$ cat config.mk
export PLATFORM = sky130hd
export DESIGN_NAME = interrupt_arbiter
export DESIGN_NICKNAME = d
export VERILOG_FILES = /design/src/rtl/interrupt_arbiter.sv
export SDC_FILE = /design/constraint.sdc
export NUM_CORES = 1
export LEC_CHECK = 0
export ABC_AREA = 1
export BUFFER_PORTS_ARGS = -buffer_cell sky130_fd_sc_hd__buf_2
export CAP_MARGIN = 20
export CELL_PAD_IN_SITES_DETAIL_PLACEMENT = 0
export CELL_PAD_IN_SITES_GLOBAL_PLACEMENT = 1
export CORE_UTILIZATION = 25
export DETAILED_ROUTE_END_ITERATION = 10
export PLACE_DENSITY_LB_ADDON = 0.08
export SYNTH_ARGS = -nofsm -noshare
export SYNTH_HDL_FRONTEND = slang
export SYNTH_SLANG_ARGS = --single-unit
$ cat constraint.sdc
create_clock -name clk -period 1.9 [get_ports clk]
set_input_delay 0.095 -clock clk [delete_from_list [all_inputs] [get_ports clk]]
set_output_delay 0.095 -clock clk [all_outputs]
set_load 0.05 [all_outputs]
$ cat src/rtl/interrupt_arbiter.sv
// interrupt_arbiter: funnels NUM_REQ level-held interrupt requests into a single
// downstream interrupt channel. Only one downstream interrupt is outstanding at a
// time. The requester's ack is held until both the downstream ack and the
// requester's own request have dropped.
// Optional build macro INTERRUPT_ARB_FIXED_PRIO_EN: selects fixed priority
// (lowest index wins). When the macro is undefined, round-robin is used.

// Per-requester ack cell: a lane acks only while the arbiter is in RELEASE
// and the lane holds the grant. At most one lane can match grant_id.
module interrupt_arbiter_lane #(
  parameter int IDX = 0
) (
  input  logic       release_st,
  input  logic [2:0] grant_id,
  output logic       ack
);
  assign ack = release_st && (grant_id == 3'(IDX));
endmodule

module interrupt_arbiter #(
  parameter int NUM_REQ = 4
) (
  input  logic                 clk,
  input  logic                 rst_n,
  input  logic [NUM_REQ-1:0]   req_interrupt,
  input  logic [64*NUM_REQ-1:0] req_interrupt_src,
  output logic [NUM_REQ-1:0]   req_interrupt_ack,
  output logic                 interrupt,
  output logic [63:0]          interrupt_src,
  input  logic                 interrupt_ack,
  output logic [2:0]           grant_id,
  output logic                 busy
);

  typedef enum logic [1:0] {
    IDLE    = 2'd0,
    ISSUE   = 2'd1,
    RELEASE = 2'd2
  } state_t;

  state_t state, state_nxt;

  // Requests are zero-padded to 8 bits so that the 3-bit indices can address
  // them directly for any NUM_REQ value.
  logic [7:0]                  req_pad;
  logic                        any_req;
  logic [2:0]                  win;
  logic [63:0]                 win_src;
  logic [NUM_REQ-1:0][63:0]    src_arr;

  assign req_pad = 8'(req_interrupt);
  assign any_req = |req_interrupt;
  assign src_arr = req_interrupt_src;

`ifdef INTERRUPT_ARB_FIXED_PRIO_EN
  // Fixed priority: the lowest requesting index wins.
  always_comb begin
    win = '0;
    for (int i = NUM_REQ-1; i >= 0; i--)
      if (req_interrupt[i]) win = 3'(i);
  end
`else
  logic [2:0] last_served;
  logic [2:0] idx;
  logic       found;

  // Round-robin: scan from last_served+1 with wraparound and take the first requester that is high.
  always_comb begin
    win   = '0;
    idx   = '0;
    found = 1'b0;
    for (int k = 1; k <= NUM_REQ; k++) begin
      idx = 3'((int'(last_served) + k) % NUM_REQ);
      if (!found && req_pad[idx]) begin
        found = 1'b1;
        win   = idx;
      end
    end
  end

  // Record the served requester when its transaction retires to IDLE.
  always_ff @(posedge clk or negedge rst_n) begin
    if (!rst_n)
      last_served <= 3'(NUM_REQ-1);
    else if (state == RELEASE && state_nxt == IDLE)
      last_served <= grant_id;
  end
`endif

  // Source mux for the winning requester.
  always_comb begin
    win_src = '0;
    for (int i = 0; i < NUM_REQ; i++)
      if (win == 3'(i)) win_src = src_arr[i];
  end

  // Next-state logic. RELEASE waits for the downstream ack and the granted request to both drop.
  always_comb begin
    state_nxt = state;
    case (state)
      IDLE:    if (any_req)       state_nxt = ISSUE;
      ISSUE:   if (interrupt_ack) state_nxt = RELEASE;
      RELEASE: if (!interrupt_ack && !req_pad[grant_id]) state_nxt = IDLE;
      default: state_nxt = IDLE;
    endcase
  end

  // State register.
  always_ff @(posedge clk or negedge rst_n) begin
    if (!rst_n) state <= IDLE;
    else        state <= state_nxt;
  end

  // Latch the grant and its source on the IDLE->ISSUE transition only. This
  // keeps the downstream source frozen for the whole transaction.
  always_ff @(posedge clk or negedge rst_n) begin
    if (!rst_n) begin
      grant_id      <= '0;
      interrupt_src <= '0;
    end else if (state == IDLE && any_req) begin
      grant_id      <= win;
      interrupt_src <= win_src;
    end
  end

  assign interrupt = (state == ISSUE);
  assign busy      = (state != IDLE);

  for (genvar g = 0; g < NUM_REQ; g++) begin : g_lane
    interrupt_arbiter_lane #(.IDX(g)) u_lane (
      .release_st (state == RELEASE),
      .grant_id   (grant_id),
      .ack        (req_interrupt_ack[g])
    );
  end

endmodule

==> impl_metrics.toml, run 1 <==
[synthesis]
avgSynthCellArea_sq_um = 6.72
ys_seq_area_frac = 0.351
syn-num-nets = 1008
ys_warn_count = 0
synth_cell_types = 31
postSynthCellCount = 745
yosysTopAreaCellShare = 0.340
synth.area.top_cells = "dfrtp_1, nand2_1, nand4_1"
synth-seq-cells = 70
synth_largest_area_cell = "dfrtp_1"
synth_area_sq_um = 5000

[clock_tree]
cts_buffers = 9
path_clk_slew_ns = 0.06
htreeDepth = 3
clk-insertion-delay-late_ns = 0.34
root_buffer = "clkbuf_16"
ctsLongestPathBuffers = 2
cts_tree = "yes"
cts_sinks = 70

[floorplanning]
fp-row-count = 51
die_h_um = 143
dieArea_sq_um = 20600
die_x_um = 143
core_area_sq_um = 19500
ioPinCount = 336
start_util = 0.256

[sta]
fin_tns_setup_ns = -21.43
finalHoldViolCount = 0
finalClockSkew_ns = 0.00676
drv_slew = 0
slew_headroom = 0.645
fin_crit_ns = 2.27
grt_setup_unrepaired = "true"
finalWorstSetupSlack_ns = -0.367
max_freq_mhz = 441
holdWs_ns = 0.0587
post-route-period-util = 1.19
worst_pin_slew_ns = 0.532
setup_violations = 66

[global_route]
grt_antenna_before_repair = 3
grt_usage = 0.235
grt_max_degree = 44
grt_pass1_wl_um = 36600
grt_overflow = 0
grt_pass1_vias = 6562

[final_layout]
final_common_cell = "buf_2"
final_cell_mix = "buf_2, nand2_1, nand3_1"
stdcell_area_sq_um = 8240
layout-drive-gt1-share = 0.413
multi_input_area_sq_um = 2900
synthToLayoutAreaGrowth_pct = 64.6
final_nets = 1350
final_core_util = 0.422
regArea_sq_um = 1750
fill_cells = 2142
fin_cells = 1357

[routing]
viasPerCell = 5.03
initialDrtViolationCount = 386
wire_per_inst_um = 19.0
vias = 6823
drtPass1Iterations = 5
antenna_left = 0
drc = 0
finalWirelength_um = 25800

[pwr]
ir_drop_v = 0.00109
power_density_nw_per_um2 = 2800
power_mw = 23.1
p_leak_nw = 4.32

[setup_path]
start_kind = "flop"
reg2reg_depth = 16
worstSetupPathType = "flop to flop"
path_cells = "inv_4 -> nand2_2 -> nand2_2 -> nand2_4 -> nand2_4 -> nor2_4 -> nand3b_1 -> nand2_4 -> nor2_8 -> buf_12 -> buf_4 -> buf_12 -> nand2_1 -> nand4_1 -> nand2_1 -> nand2_1"
slowest_delay_ns = 0.61
critPathRequiredTime_ns = 2.12
critPathMaxFanout = 8
end_kind = "flop"
r2r_end = "interrupt_src[37]$_DFFE_PN0P_"
arrival_ns = 2.49
ff2ff_setup_slack_ns = -0.37
reg2reg_from = "last_served[0]$_DFFE_PN1P_"
critPathSlowestCell = "dfstp_2"

[placement]
dpl_cell_area_sq_um = 7140
place_ws_ns = -0.319
place_inst = 1303
portBuffers = 334
place_hpwl_um = 16500
place_congestion = 0.790

[min_path]
whs_path_depth = 5
min_path_type = "input pin to flop"
holdPathEnd = "interrupt_src[14]$_DFFE_PN0P_"
min_from = "req_interrupt_src[14]"

[outcome]
status = "complete, but fails checks"
violations = "negative setup slack"

[job]
maxCapViolCount = 0
==> flip-flops by register name (all words and copies together), names as in the netlist <==
name           count
interrupt_src     64
grant_id           2
last_served        2
state              2
==> metal layers <==
| metal | global-route usage | up-vias | routed length, um |
|---|---|---|---|
| met5 | 0 | - | 17 |
| li1 | - | 3279 | - |
| met2 | 0.412 | 269 | 12800 |
| met1 | 0.290 | 3241 | 10800 |
| met4 | 0.0694 | 2 | 474 |
| met3 | 0.0467 | 32 | 1650 |
==> synthesized netlist by cell type, drive strengths merged <==
library cell	n
inv	14
a21boi	1
nor2	7
dfstp	2
dfrtp	68
nand2	296
nand4	131
o311ai	1
conb	1
clkbuf	16
nor3	5
o21ai	7
o31ai	1
nor4	1
buf	58
a31oi	1
nand3	134
nand3b	1
==> critical path: cells and delay by family (launching register included) <==
kind,cells,cell delay [ns]
simple gates,12,1.06
flops,1,0.61
buf+inv,4,0.48
==> power breakdown <==
part | internal, mW | switching [mW] | total, mW
combinational | 7.51 | 11.2 | 18.7
clock | 0.976 | 0.656 | 1.63
sequential | 2.27 | 0.419 | 2.69
==> final cells by class <==
class	count	area share
Antenna cell	2	0.000608
Clock buffer	13	0.0328
Clock inverter	1	0.000608
Inverter	14	0.00668
Multi-Input combinational cell	587	0.352
Sequential cell	70	0.213
Tap cell	265	0.0403
Timing Repair Buffer	405	0.354
==> kinds of logic (layout without fill, tap and decap cells) <==
group | count (synthesis) | count (layout) | synth area share
other | 1 | 3 | 0.000749
and+or+nand+nor | 575 | 575 | 0.547
AOI/OAI and AO/OA | 11 | 11 | 0.0138
buffers and inverters | 88 | 433 | 0.0882
DFF | 70 | 70 | 0.350
==> what timing repair did <==
| action | CTS | global route |
|---|---|---|
| setup buffers | 12 | 8 |
| endpoints found under the setup margin | 66 | 66 |
| endpoints found under the hold margin | 32 | 0 |
| gates cloned | 10 | 7 |
| hold buffers | 2 | 0 |
| gates resized for setup | 30 | 14 |
| pin swaps | 10 | 7 |
==> worst max-delay path by stage <==
stage | start | to | slack (ns) | cells after the start
after floorplan | last_served[0]$_DFFE_PN1P_ | interrupt_src[51]$_DFFE_PN0P_ | 0.005 | 13
after global placement | last_served[0]$_DFFE_PN1P_ | interrupt_src[19]$_DFFE_PN0P_ | -0.27 | 15
after detailed placement | last_served[0]$_DFFE_PN1P_ | interrupt_src[7]$_DFFE_PN0P_ | -0.32 | 15
after CTS | last_served[0]$_DFFE_PN1P_ | interrupt_src[2]$_DFFE_PN0P_ | -0.33 | 17
after global routing | last_served[0]$_DFFE_PN1P_ | interrupt_src[30]$_DFFE_PN0P_ | -0.54 | 17
final | last_served[0]$_DFFE_PN1P_ | interrupt_src[37]$_DFFE_PN0P_ | -0.37 | 16
No activity file was read; power rests on OpenSTA's default activity.
==> run 2, diff against run 1 <==
--- a/config.mk
+++ b/config.mk
@@ -10,7 +10,7 @@
 export CAP_MARGIN = 20
 export CELL_PAD_IN_SITES_DETAIL_PLACEMENT = 0
 export CELL_PAD_IN_SITES_GLOBAL_PLACEMENT = 1
-export CORE_UTILIZATION = 25
+export CORE_UTILIZATION = 30
 export DETAILED_ROUTE_END_ITERATION = 10
 export PLACE_DENSITY_LB_ADDON = 0.08
 export SYNTH_ARGS = -nofsm -noshare
==> constraint.sdc (replaced) <==
create_clock -name clk -period 2.61 [get_ports clk]
set_input_delay 0.1305 -clock clk [delete_from_list [all_inputs] [get_ports clk]]
set_output_delay 0.1305 -clock clk [all_outputs]
set_load 0.05 [all_outputs]
==> run 2 against run 1 <==
Net effect:
- the flow now finishes without violations
- global-route usage is 0.94 points higher
- cell area shrank 13%
- critical path depth decreased by 2
- wire length shrank 18%
- clock power down 23%
- non-clock buffer count fell by 50
- core utilization increased by 2.3 points
- largest power group unchanged
==> impl_metrics.toml, run 2 (synthesis gave the netlist of run 1 again) <==
[pwr]
power_mw = 12.8
ir_drop_v = 0.00147
p_leak_nw = 3.84
power_density_nw_per_um2 = 1790

[floorplanning]
fp-row-count = 46
dieArea_sq_um = 17200
die_x_um = 131
die_h_um = 131
start_util = 0.312
ioPinCount = 336
core_area_sq_um = 16100

[global_route]
grt_pass1_wl_um = 33500
grt_max_degree = 71
grt_antenna_before_repair = 3
grt_usage = 0.245
grt_overflow = 0
grt_pass1_vias = 6353

[setup_path]
ff2ff_setup_slack_ns = 0.25
end_kind = "flop"
reg2reg_from = "last_served[0]$_DFFE_PN1P_"
start_kind = "flop"
critPathMaxFanout = 34
startpoint = "last_served[0]$_DFFE_PN1P_"
critPathRequiredTime_ns = 2.88
reg2reg_depth = 14
worstSetupPathType = "flop to flop"
arrival_ns = 2.63
crit_end = "interrupt_src[53]$_DFFE_PN0P_"
r2r_end = "interrupt_src[53]$_DFFE_PN0P_"

[sta]
worst_pin_slew_ns = 0.958
fin_tns_setup_ns = 0
slew_headroom = 0.361
fin_crit_ns = 2.36
max_freq_mhz = 424
grt_setup_unrepaired = "false"
setup_violations = 0
finalHoldViolCount = 0
drv_slew = 0
post-route-period-util = 0.903
finalClockSkew_ns = 0.00913

[routing]
antenna_left = 0
drtPass1Iterations = 5
met2RoutedLength_um = 10600
met1Wirelength_um = 8600
finalWirelength_um = 21200
initialDrtViolationCount = 355
viasPerCell = 5.17
highest_layer = "met4"
vias = 6522
drc = 0
wire_per_inst_um = 16.8
met3_length_um = 1350

[final_layout]
final_core_util = 0.445
final_common_cell = "buf_2"
final_nets = 1300
synthToLayoutAreaGrowth_pct = 42.8
regMostFlops = "interrupt_src"
layout-drive-gt1-share = 0.376
final_cell_mix = "buf_2, nand2_1, nand3_1"
fin_cells = 1261
largest_reg_flops = 64

[clock_tree]
cts_tree = "yes"
cts_sinks = 70
cts_buffers = 9
htreeDepth = 3
clk-insertion-delay-late_ns = 0.34
root_buffer = "clkbuf_16"
ctsLongestPathBuffers = 2
path_clk_slew_ns = 0.06

[outcome]
status = "complete, no violations"

[min_path]
min_path_type = "input pin to flop"

[placement]
place_hpwl_um = 14900
portBuffers = 334
place_inst = 1238
place_congestion = 0.871

[job]
maxCapViolCount = 0
run 2: timing repair:
| item | 4_1_cts | 5_1_grt |
|---|---|---|
| buffers inserted | 0 | 3 |
| hold buffers | 1 | 0 |
| setup endpoints to repair | 0 | 45 |
| hold endpoints to repair | 21 | 0 |
| gates resized for setup | 0 | 2 |
run 2: worst min-delay path by stage:
stage	startpoint	end	cells past startpoint
3_3_place_gp	rst_n	state[0]$_DFF_PN0_	1
3_5_place_dp	rst_n	state[0]$_DFF_PN0_	1
5_1_grt	interrupt_ack	state[0]$_DFF_PN0_	2
6_report	interrupt_ack	state[0]$_DFF_PN0_	2
2_1_floorplan	rst_n	grant_id[0]$_DFFE_PN0P_	0
4_1_cts	interrupt_ack	state[0]$_DFF_PN0_	2
run 2: final cells by class:
cell class                      count  area [sq um]
Antenna cell                        3          7.51
Clock buffer                        9           225
Clock inverter                      7          73.8
Fill cell                        1757          8910
Inverter                           14          52.6
Multi-Input combinational cell    587          2830
Sequential cell                    70          1750
Tap cell                          216           270
Timing Repair Buffer              355          1930
run 2: stage by stage:
step	hold slack [ns]	instance area, sq um	worst slack (ns)
after floorplan	-0.165	5000	0.651
after global placement	0.341	6800	0.250
after CTS	0.0104	7110	0.198
after global routing	0.00924	7150	0.0231
after detailed placement	0.349	6800	0.215
final	0.0187	7150	0.253
run 2: routing by layer:
layer	vias up	track usage
met2	272	0.431
li1	3167	-
met1	3040	0.286
met5	-	0
met3	43	0.0471
met4	0	0.110
run 2: critical path: stages, from the launching register on:
cell and delay [ns]:
dfstp_2 0.61, buf_4 0.15, nand2_1 0.06, nand2_1 0.11, nand2_2 0.09, nand2_2 0.10, nor2_4 0.05, nand2_1 0.09
nand3_2 0.15, nand2_4 0.15, buf_4 0.34, nand3_1 0.13, nand4_1 0.12, nand2_1 0.06, nand2_1 0.08
run 2: power breakdown:
| group | switching, mW | internal, mW | leakage [nW] |
|---|---|---|---|
| combinational | 6.82 | 2.74 | 2.82 |
| clock | 0.506 | 0.743 | 0.146 |
| sequential | 0.301 | 1.65 | 0.870 |
